<file path="config.mk">
export PLATFORM = sky130hd
export DESIGN_NAME = quad_solver_seq
export DESIGN_NICKNAME = d
export VERILOG_FILES = /design/src/rtl/quad_solver_seq.sv
export SDC_FILE = /design/constraint.sdc
export NUM_CORES = 1
export LEC_CHECK = 0
export CORE_MARGIN = 4
export CORE_UTILIZATION = 39
export CTS_BUF_LIST = sky130_fd_sc_hd__clkbuf_16
export DETAILED_ROUTE_END_ITERATION = 6
export SYNTH_ARGS = -nofsm -noshare
export SYNTH_HDL_FRONTEND = slang
export SYNTH_SLANG_ARGS = --single-unit
export TNS_END_PERCENT = 20
</file>
<file path="constraint.sdc">
create_clock -name clk -period 10 [get_ports clk]
set_input_delay 2 -clock clk [delete_from_list [all_inputs] [get_ports clk]]
set_output_delay 2 -clock clk [all_outputs]
set_load 0.005 [all_outputs]
</file>
<file path="src/rtl/quad_solver_seq.sv">
// quad_solver_seq: multi-cycle solver for a*x^2 + b*x + c = 0 with signed
// 4-bit coefficients. One cycle computes the discriminant, five cycles
// extract its integer square root bit-serially, and a single restoring
// divider is reused twice to produce x1 and then x2.
//
// Handshake: start is sampled only in IDLE or DONE; on that edge the
// coefficients are latched and busy rises. busy stays high through
// CALC/SQRT/DIV1/DIV2. done is a one-cycle pulse in DONE, and x1/x2/status
// are valid from that cycle until the next accepted start. start while busy
// is ignored.
module quad_solver_seq (
    input  logic              clk,
    input  logic              rst,
    input  logic              start,
    input  logic signed [3:0] a,
    input  logic signed [3:0] b,
    input  logic signed [3:0] c,
    output logic              busy,
    output logic              done,
    output logic [1:0]        status,
    output logic signed [7:0] x1,
    output logic signed [7:0] x2,
    output logic [2:0]        state_dbg
);

    typedef enum logic [2:0] {
        S_IDLE = 3'd0,
        S_CALC = 3'd1,
        S_SQRT = 3'd2,
        S_DIV1 = 3'd3,
        S_DIV2 = 3'd4,
        S_DONE = 3'd5
    } state_t;

    state_t            state;
    logic signed [3:0] a_r, b_r, c_r;
    logic signed [9:0] delta_r;
    logic [4:0]        root;
    logic [2:0]        bit_idx;
    logic [5:0]        div_num;
    logic [4:0]        div_rem;
    logic [5:0]        div_quo;
    logic              div_neg;

    assign state_dbg = state;

    // Discriminant in 10-bit signed arithmetic; range -256..288 never overflows.
    logic signed [9:0] a_ext, b_ext, c_ext, delta_calc;
    assign a_ext      = {{6{a_r[3]}}, a_r};
    assign b_ext      = {{6{b_r[3]}}, b_r};
    assign c_ext      = {{6{c_r[3]}}, c_r};
    assign delta_calc = b_ext * b_ext - 10'sd4 * a_ext * c_ext;

    // One square-root bit trial: keep the bit if trial^2 still fits in delta.
    logic [4:0]  trial;
    logic [10:0] trial_w, trial_sq;
    logic [4:0]  root_next;
    assign trial     = root | (5'd1 << bit_idx);
    assign trial_w   = {6'b0, trial};
    assign trial_sq  = trial_w * trial_w;
    assign root_next = (trial_sq <= {1'b0, delta_r}) ? trial : root;

    // Divider operands. On the last SQRT cycle the root is still in flight,
    // so the first numerator uses root_next; the second uses the settled root.
    logic [4:0]        s_sel;
    logic signed [6:0] b7, s7, num_sel;
    logic [5:0]        num_mag;
    logic [3:0]        a_mag;
    logic [4:0]        den_mag;
    assign s_sel   = (state == S_SQRT) ? root_next : root;
    assign b7      = {{3{b_r[3]}}, b_r};
    assign s7      = {2'b0, s_sel};
    assign num_sel = (state == S_SQRT) ? (s7 - b7) : (-b7 - s7);
    assign num_mag = num_sel[6] ? 6'(-num_sel) : num_sel[5:0];
    assign a_mag   = a_r[3] ? 4'(-a_r) : a_r;
    assign den_mag = {a_mag, 1'b0};

    // One restoring-division step: shift in the next numerator bit, subtract
    // the denominator when it fits. Remainder stays below 16, so 5 bits hold it.
    logic [5:0] rem_shift, rem_sub;
    logic       rem_ge;
    logic [5:0] quo_next;
    logic [7:0] quo_ext, div_result;
    assign rem_shift  = {div_rem, div_num[5]};
    assign rem_ge     = rem_shift >= {1'b0, den_mag};
    assign rem_sub    = rem_shift - {1'b0, den_mag};
    assign quo_next   = {div_quo[4:0], rem_ge};
    assign quo_ext    = {2'b0, quo_next};
    assign div_result = div_neg ? (8'd0 - quo_ext) : quo_ext;

    // Sequencer: state, datapath registers and all registered outputs.
    always_ff @(posedge clk) begin
        if (rst) begin
            state   <= S_IDLE;
            busy    <= 1'b0;
            done    <= 1'b0;
            status  <= 2'b00;
            x1      <= 8'sd0;
            x2      <= 8'sd0;
            a_r     <= 4'sd0;
            b_r     <= 4'sd0;
            c_r     <= 4'sd0;
            delta_r <= 10'sd0;
            root    <= 5'd0;
            bit_idx <= 3'd0;
            div_num <= 6'd0;
            div_rem <= 5'd0;
            div_quo <= 6'd0;
            div_neg <= 1'b0;
        end else begin
            case (state)
                S_IDLE, S_DONE: begin
                    done <= 1'b0;
                    if (start) begin
                        a_r    <= a;
                        b_r    <= b;
                        c_r    <= c;
                        x1     <= 8'sd0;
                        x2     <= 8'sd0;
                        status <= 2'b00;
                        busy   <= 1'b1;
                        state  <= S_CALC;
                    end else begin
                        state <= S_IDLE;
                    end
                end
                S_CALC: begin
                    delta_r <= delta_calc;
                    if (a_r == 4'sd0) begin
                        status <= 2'b10;
                        busy   <= 1'b0;
                        done   <= 1'b1;
                        state  <= S_DONE;
                    end else if (delta_calc[9]) begin
                        status <= 2'b01;
                        busy   <= 1'b0;
                        done   <= 1'b1;
                        state  <= S_DONE;
                    end else begin
                        root    <= 5'd0;
                        bit_idx <= 3'd4;
                        state   <= S_SQRT;
                    end
                end
                S_SQRT: begin
                    root <= root_next;
                    if (bit_idx == 3'd0) begin
                        div_num <= num_mag;
                        div_rem <= 5'd0;
                        div_quo <= 6'd0;
                        div_neg <= num_sel[6] ^ a_r[3];
                        bit_idx <= 3'd5;
                        state   <= S_DIV1;
                    end else begin
                        bit_idx <= bit_idx - 3'd1;
                    end
                end
                S_DIV1: begin
                    div_num <= {div_num[4:0], 1'b0};
                    div_rem <= rem_ge ? rem_sub[4:0] : rem_shift[4:0];
                    div_quo <= quo_next;
                    if (bit_idx == 3'd0) begin
                        x1      <= div_result;
                        div_num <= num_mag;
                        div_rem <= 5'd0;
                        div_quo <= 6'd0;
                        div_neg <= num_sel[6] ^ a_r[3];
                        bit_idx <= 3'd5;
                        state   <= S_DIV2;
                    end else begin
                        bit_idx <= bit_idx - 3'd1;
                    end
                end
                S_DIV2: begin
                    div_num <= {div_num[4:0], 1'b0};
                    div_rem <= rem_ge ? rem_sub[4:0] : rem_shift[4:0];
                    div_quo <= quo_next;
                    if (bit_idx == 3'd0) begin
                        x2    <= div_result;
                        busy  <= 1'b0;
                        done  <= 1'b1;
                        state <= S_DONE;
                    end else begin
                        bit_idx <= bit_idx - 3'd1;
                    end
                end
                default: begin
                    busy  <= 1'b0;
                    done  <= 1'b0;
                    state <= S_IDLE;
                end
            endcase
        end
    end

endmodule

</file>
### Word-level counts from Yosys, hierarchy flattened

Cells that the tools add are included.

* register bits after elaboration: 70
* input port bits: 15
* output and inout bits: 23

* add/subtract/negate cells: 9
* multiply operators: 3
* order comparisons: 2
* eq/ne operators: 13
* shift operators: 1
* mux-type cells: 48
* bitwise logic cells: 3
* reductions and logical operators: 22

Operator list (number)
* $mux 5: 9
* $pmux 8 s2: 2
* $pmux 5 s3: 2
* $mux 3: 9
* $mux 8: 3
* $mux 6: 3
* $pmux 6 s3: 1
* $reduce_and 3->1: 6
* $mul 4x4->8: 2
* $pmux 3 s5: 1
* $ne 2x2->1 const B: 6
* $le 10x10->1: 1
* $mul 5x5->10: 1
* $pmux 5 s2: 1
* $sub 8x10->10: 1
* $pmux 3 s3: 1
* $mux 1: 8
* $reduce_and 4->1: 2
* $reduce_bool 2->1: 4
* $mux 7: 1
* $neg 4->7: 1
* $sub 1x6->7 const A: 1
* $sub 6x4->7: 1
* $sub 7x6->7: 1
* 24 further kinds: 33

### Depth between registers and ports, before layout

* depth in word-level cells: 12
* mapped depth: 37
* gate-level depth less buffers: 36

### Worst setup path before layout

Ideal clock, no wire load.

* path type: register to register
* start point: reg bit_idx[0]
* end point: reg div_num[4]
* arrival: 7.183 ns
* required time: 9.884 ns
* path slack: 2.700 ns
* cell stages (with the launch flop): 37
* cells stage by stage: dfxtp_1 > inv_1 > ha_1 > nand2b_1 > clkbuf_1 > nand2b_1 > a22o_1 > fa_1 > inv_1 > fa_1 > fa_1 > inv_1 > ha_1 > a21oi_1 > o21ai_0 > a21o_1 > a21oi_1 > xor2_1 > ha_1 > nand4_1 > nor2_1 > a41oi_1 > o211ai_1 > a21oi_1 > a21oi_1 > inv_1 > ha_1 > inv_1 > ha_1 > a21oi_1 > a21boi_0 > o21ai_0 > o31ai_1 > a21oi_1 > o21ai_0 > xnor2_1 > a31o_2

* cells in the longest elaborated chain, start to end: 12

RTL lines
* start, declared: line 39 `logic [2:0] bit_idx;`
* start signal, assigned: line 155 `bit_idx <= bit_idx - 3'd1;`
* start signal, assigned: line 171 `bit_idx <= bit_idx - 3'd1;`
* start signal, assigned: line 184 `bit_idx <= bit_idx - 3'd1;`
* $shl 1x3->5: line 58 `assign trial = root | (5'd1 << bit_idx);`
* $or 5x5->5: line 58
* $mul 5x5->10: line 60 `assign trial_sq = trial_w * trial_w;`
* $le 10x10->1: line 61 `assign root_next = (trial_sq <= {1'b0, delta_r}) ? trial : root;`
* $mux 5: line 61
* $mux 5: line 70 `assign s_sel = (state == S_SQRT) ? root_next : root;`
* $sub 7x6->7 or $sub 6x4->7 (tied branches): line 73 `assign num_sel = (state == S_SQRT) ? (s7 - b7) : (-b7 - s7);`
* $mux 7: line 73
* $neg 6->6: line 74 `assign num_mag = num_sel[6] ? 6'(-num_sel) : num_sel[5:0];`
* $mux 6: line 74
* $mux 6 (on tied branches): line 162, 147
* $pmux 6 s3: line 111 `case (state)`
* end signal, assigned: line 159 `div_num <= {div_num[4:0], 1'b0};`
* end signal, assigned: line 164 `div_num <= num_mag;`
* end signal, assigned: line 175 `div_num <= {div_num[4:0], 1'b0};`
* end, declared: line 40 `logic [5:0] div_num;`

Parallel ways exist; a longest one is shown, timed or not. The select of a mux whose other input is x is not followed.
A chain may end at the register's enable or synchronous reset.

### Final worst setup path

Same ends and word-level chain as after synthesis.

==> run_results.csv <==
group,metric,value,unit
status,status,"complete, no violations",
yosys,yosys.area.top_type,"dfxtp_1",
finish,fin_nets,863,
drt,drt_first_pass_iters,5,
yosys,synth_edf_count,0,
timing,setup_viol,0,
worst_setup_path,end_kind,"flop",
pwr,p_seq_share,21.6,%
global_route,use_met3,2.62,%
hold_path,hold_class,"flop to flop",
timing,worstMarginPinSlew,0.955,ns
hold_path,hold_end,"x2[5]",
global_route,grt_first_pass_wirelength,22.0,mm
global_route,grt.busiest_layer,"met2",
yosys,ys.flop_type,"dfxtp_1",
worst_setup_path,slowest_stage,"fa_1",
global_route,grt_usage,15.9,%
worst_setup_path,cpMostUsedCell,"a21oi_1",
clock_network,clk_transition_reported_paths,0.05,ns
clock_network,cts_buffers,9,
timing,min_period,7.99,ns
global_route,grt_use_met2,25.4,%
worst_setup_path,crit_required,10.22,ns
pwr,p_comb_share,61.1,%
worst_setup_path,reg2reg_to,"div_num[4]",
yosys,synth_area_leaders,"dfxtp_1 23%, ha_1 16%, fa_1 11%, a21oi_1 5.8%, inv_1 5.5%",
drt,drt-vias-per-instance,5.14,
timing,hold_violations,0,
timing,post-route-period-util,79.9,%
floorplanning,fp.dieW,130,um
finish,instances_no_fill,932,
floorplanning,boundaryPins,38,
worst_setup_path,critical_path_arrival,8.22,ns
yosys,synth.yosys.warnings,0,
floorplanning,die_h,130,um
floorplanning,placement_rows,44,
yosys,synth_cell_types,55,
finish,seqCellArea,1340,sq um
clock_network,clock_latency,0.33,ns
placed_design,dp_cells,916,
timing,grt_setup_unrepaired,"false",
clock_network,root_buffer,"clkbuf_16",
timing,max_freq,125,MHz
drt,ant_nets,0,
yosys,ys_async_sr_fraction,0,%
drt,drt_iter0_drc,275,
timing,relSlewSlack,35.8,%
worst_setup_path,r2r-start,"bit_idx[0]",
clock_network,cts.path.max_buffers,2,
finish,utilization,45.3,%
clock_network,cts_resized,0,
clock_network,cts_htree_levels,3,
placed_design,gp_congestion,0.868,
pwr,irDropWorstVdd,110,uV
finish,multi_input_comb_area,4000,sq um
hold_path,worstHoldStart,"x2[5]",
worst_setup_path,start_kind,"flop",
clock_network,clock_sinks,67,
finish,nFillCells,1454,
pwr,internal_power,0.958,mW
worst_setup_path,cp_num_buf_inv,5,
pwr,p_switching,0.825,mW
drt,num_vias,4789,
drt,totalWireLength,12.8,mm
clock_network,cts_tree,"done",
yosys,ys_seq_elements,67,
worst_setup_path,critPathMaxFanout,10,
placed_design,portBuffers,37,
yosys,synth_nets,839,
floorplanning,start_util,39.8,%
finish,antennaDiodeCount,0,
flow_run,drv_cap,0,
yosys,ys_seq_area_share,23.2,%
pwr,switching_share,46.3,%
clock_network,postCtsSetupBuffers,0,
floorplanning,core_area,14500,sq um
worst_setup_path,rr_worst_depth,35,
yosys,synthCells,719,
drt,post_drt_wl_per_cell,13.7,um
global_route,grt-ovfl-total,0,
yosys,syn-cell-area,5790,sq um
worst_setup_path,slowest_delay,0.55,ns
drt,drc_errors,0,
floorplanning,dieArea,16900,sq um
yosys,synth_top_area_share,23.2,%
worst_setup_path,crit_family,"compound AO/OA/AOI/OAI gates",
global_route,met1_usage,22.5,%
timing,slew_violations,0,
timing,tns,0,ns
yosys,syn_avg_cell_area,8.05,sq um
global_route,grt_pass1_vias,4679,
global_route,antenna_found_initial,0,
clock_network,cts_hold_buf,0,
timing,skew,0.00663,ns
global_route,grt_max_degree,62,
pwr,leakage,2.95,nW
worst_setup_path,ff2ff_setup_slack,2.01,ns
pwr,clock_power_share,17.3,%
finish,syn2layout_area_growth,13.7,%
finish,layout-drive-gt1-share,3.21,%
hold_path,min_path_cells,2,
placed_design,hpwlAfterDp,10.2,mm
worst_setup_path,worstSetupPathType,"flop to flop",
pwr,p_per_area,271,nW/um^2
==> worst reg2reg max path, delay by kind of cell (launching register included) <==
family                     cells  cell delay, ns
AOI/OAI and AO/OA             16            3.19
xor gates and xnor gates       2            0.33
adders and majority gates      8            2.90
buffers and inverters          5            0.39
DFF                            1            0.40
and+or+nand+nor                4            0.66
==> Yosys cell counts (4+ instances only) <==
library cell and instances:
a31oi_1 7, ha_1 72, nor2_1 65, xnor2_1 22
nand3_1 10, o31ai_1 4, o21ai_0 25, nand2b_1 18
nor2b_1 15, dfxtp_1 67, clkbuf_1 22, a21o_1 15
fa_1 33, xor2_1 14, o22ai_1 5, a21oi_1 67
nand2_1 81, nor3_1 11, inv_1 85, a211oi_1 12
a22oi_1 12, and2_1 9
==> layout make-up <==
cell class	count	area share [%]
multi-input cells	538	60.8
flip-flops and latches	67	20.4
repair buffers	41	6.01
inverters	86	4.90
well taps	184	3.50
clock buffers	9	3.42
clock inverters	7	0.951
==> layout by cell type (no fill, tap or decap), types with 18 or more instances in the layout <==
cell / count
xnor2_1: 22
nand2_1: 81
o21ai_0: 25
clkdlybuf4s50_1: 36
nor2_1: 65
a21oi_1: 67
nand2b_1: 18
fa_1: 33
dfxtp_1: 67
ha_1: 72
inv_1: 88
==> cells by family (layout without fill, tap and decap cells) <==
kind of cell	Yosys count	in the layout	synth area share (%)
and+or+nand+nor	223	223	17.6
AOI/OAI and AO/OA	170	170	18.2
buffers and inverters	114	143	7.67
adders and majority gates	105	105	27.0
DFF	67	67	23.2
xor gates and xnor gates	37	37	5.84
muxes	3	3	0.540
==> through the flow <==
stage | power (mW) | area, sq um | worst slack, ns | hold WS, ns
floorplan | 1.21 | 5790 | 2.70 | 0.432
global placement | 1.45 | 6290 | 2.37 | 0.443
detailed placement | 1.48 | 6290 | 2.07 | 0.447
CTS | 1.80 | 6580 | 2.00 | 0.454
global route | 1.97 | 6580 | 1.24 | 0.469
finish | 1.78 | 6580 | 2.01 | 0.452
==> power groups by stage <==
stage	combinational [mW]	sequential, mW	clock, mW
floorplan	0.854	0.358	0
global placement	1.06	0.389	0
detailed placement	1.09	0.391	0
CTS	1.10	0.385	0.314
global route	1.25	0.396	0.325
finish	1.09	0.386	0.308
==> flip-flops by register name (all words and copies together), names as in the netlist, 2 cells and up <==
name	cells
status	2
x1	7
root	5
c_r	4
b_r	4
div_rem	5
x2	7
delta_r	9
a_r	4
div_quo	5
div_num	6
bit_idx	3
state_dbg	3
==> layer usage <==
layer	share of wire, %	wire [um]	vias up
li1	-	-	2453
met1	49	6280	2260
met2	47	6050	65
met3	2.5	317	11
met4	1.1	146	0
met5	0	0	-
==> worst max path at each step <==
stage	start	endpoint	slack, ns	depth (start not counted)
2_1_floorplan	bit_idx[0]	div_num[4]	2.70	36
3_3_place_gp	bit_idx[0]	div_num[4]	2.37	35
3_5_place_dp	bit_idx[0]	div_num[4]	2.07	36
4_1_cts	bit_idx[0]	div_num[4]	2.00	35
5_1_grt	bit_idx[0]	div_num[4]	1.24	35
6_report	bit_idx[0]	div_num[4]	2.01	35
No activity file was read; power rests on OpenSTA's default activity.
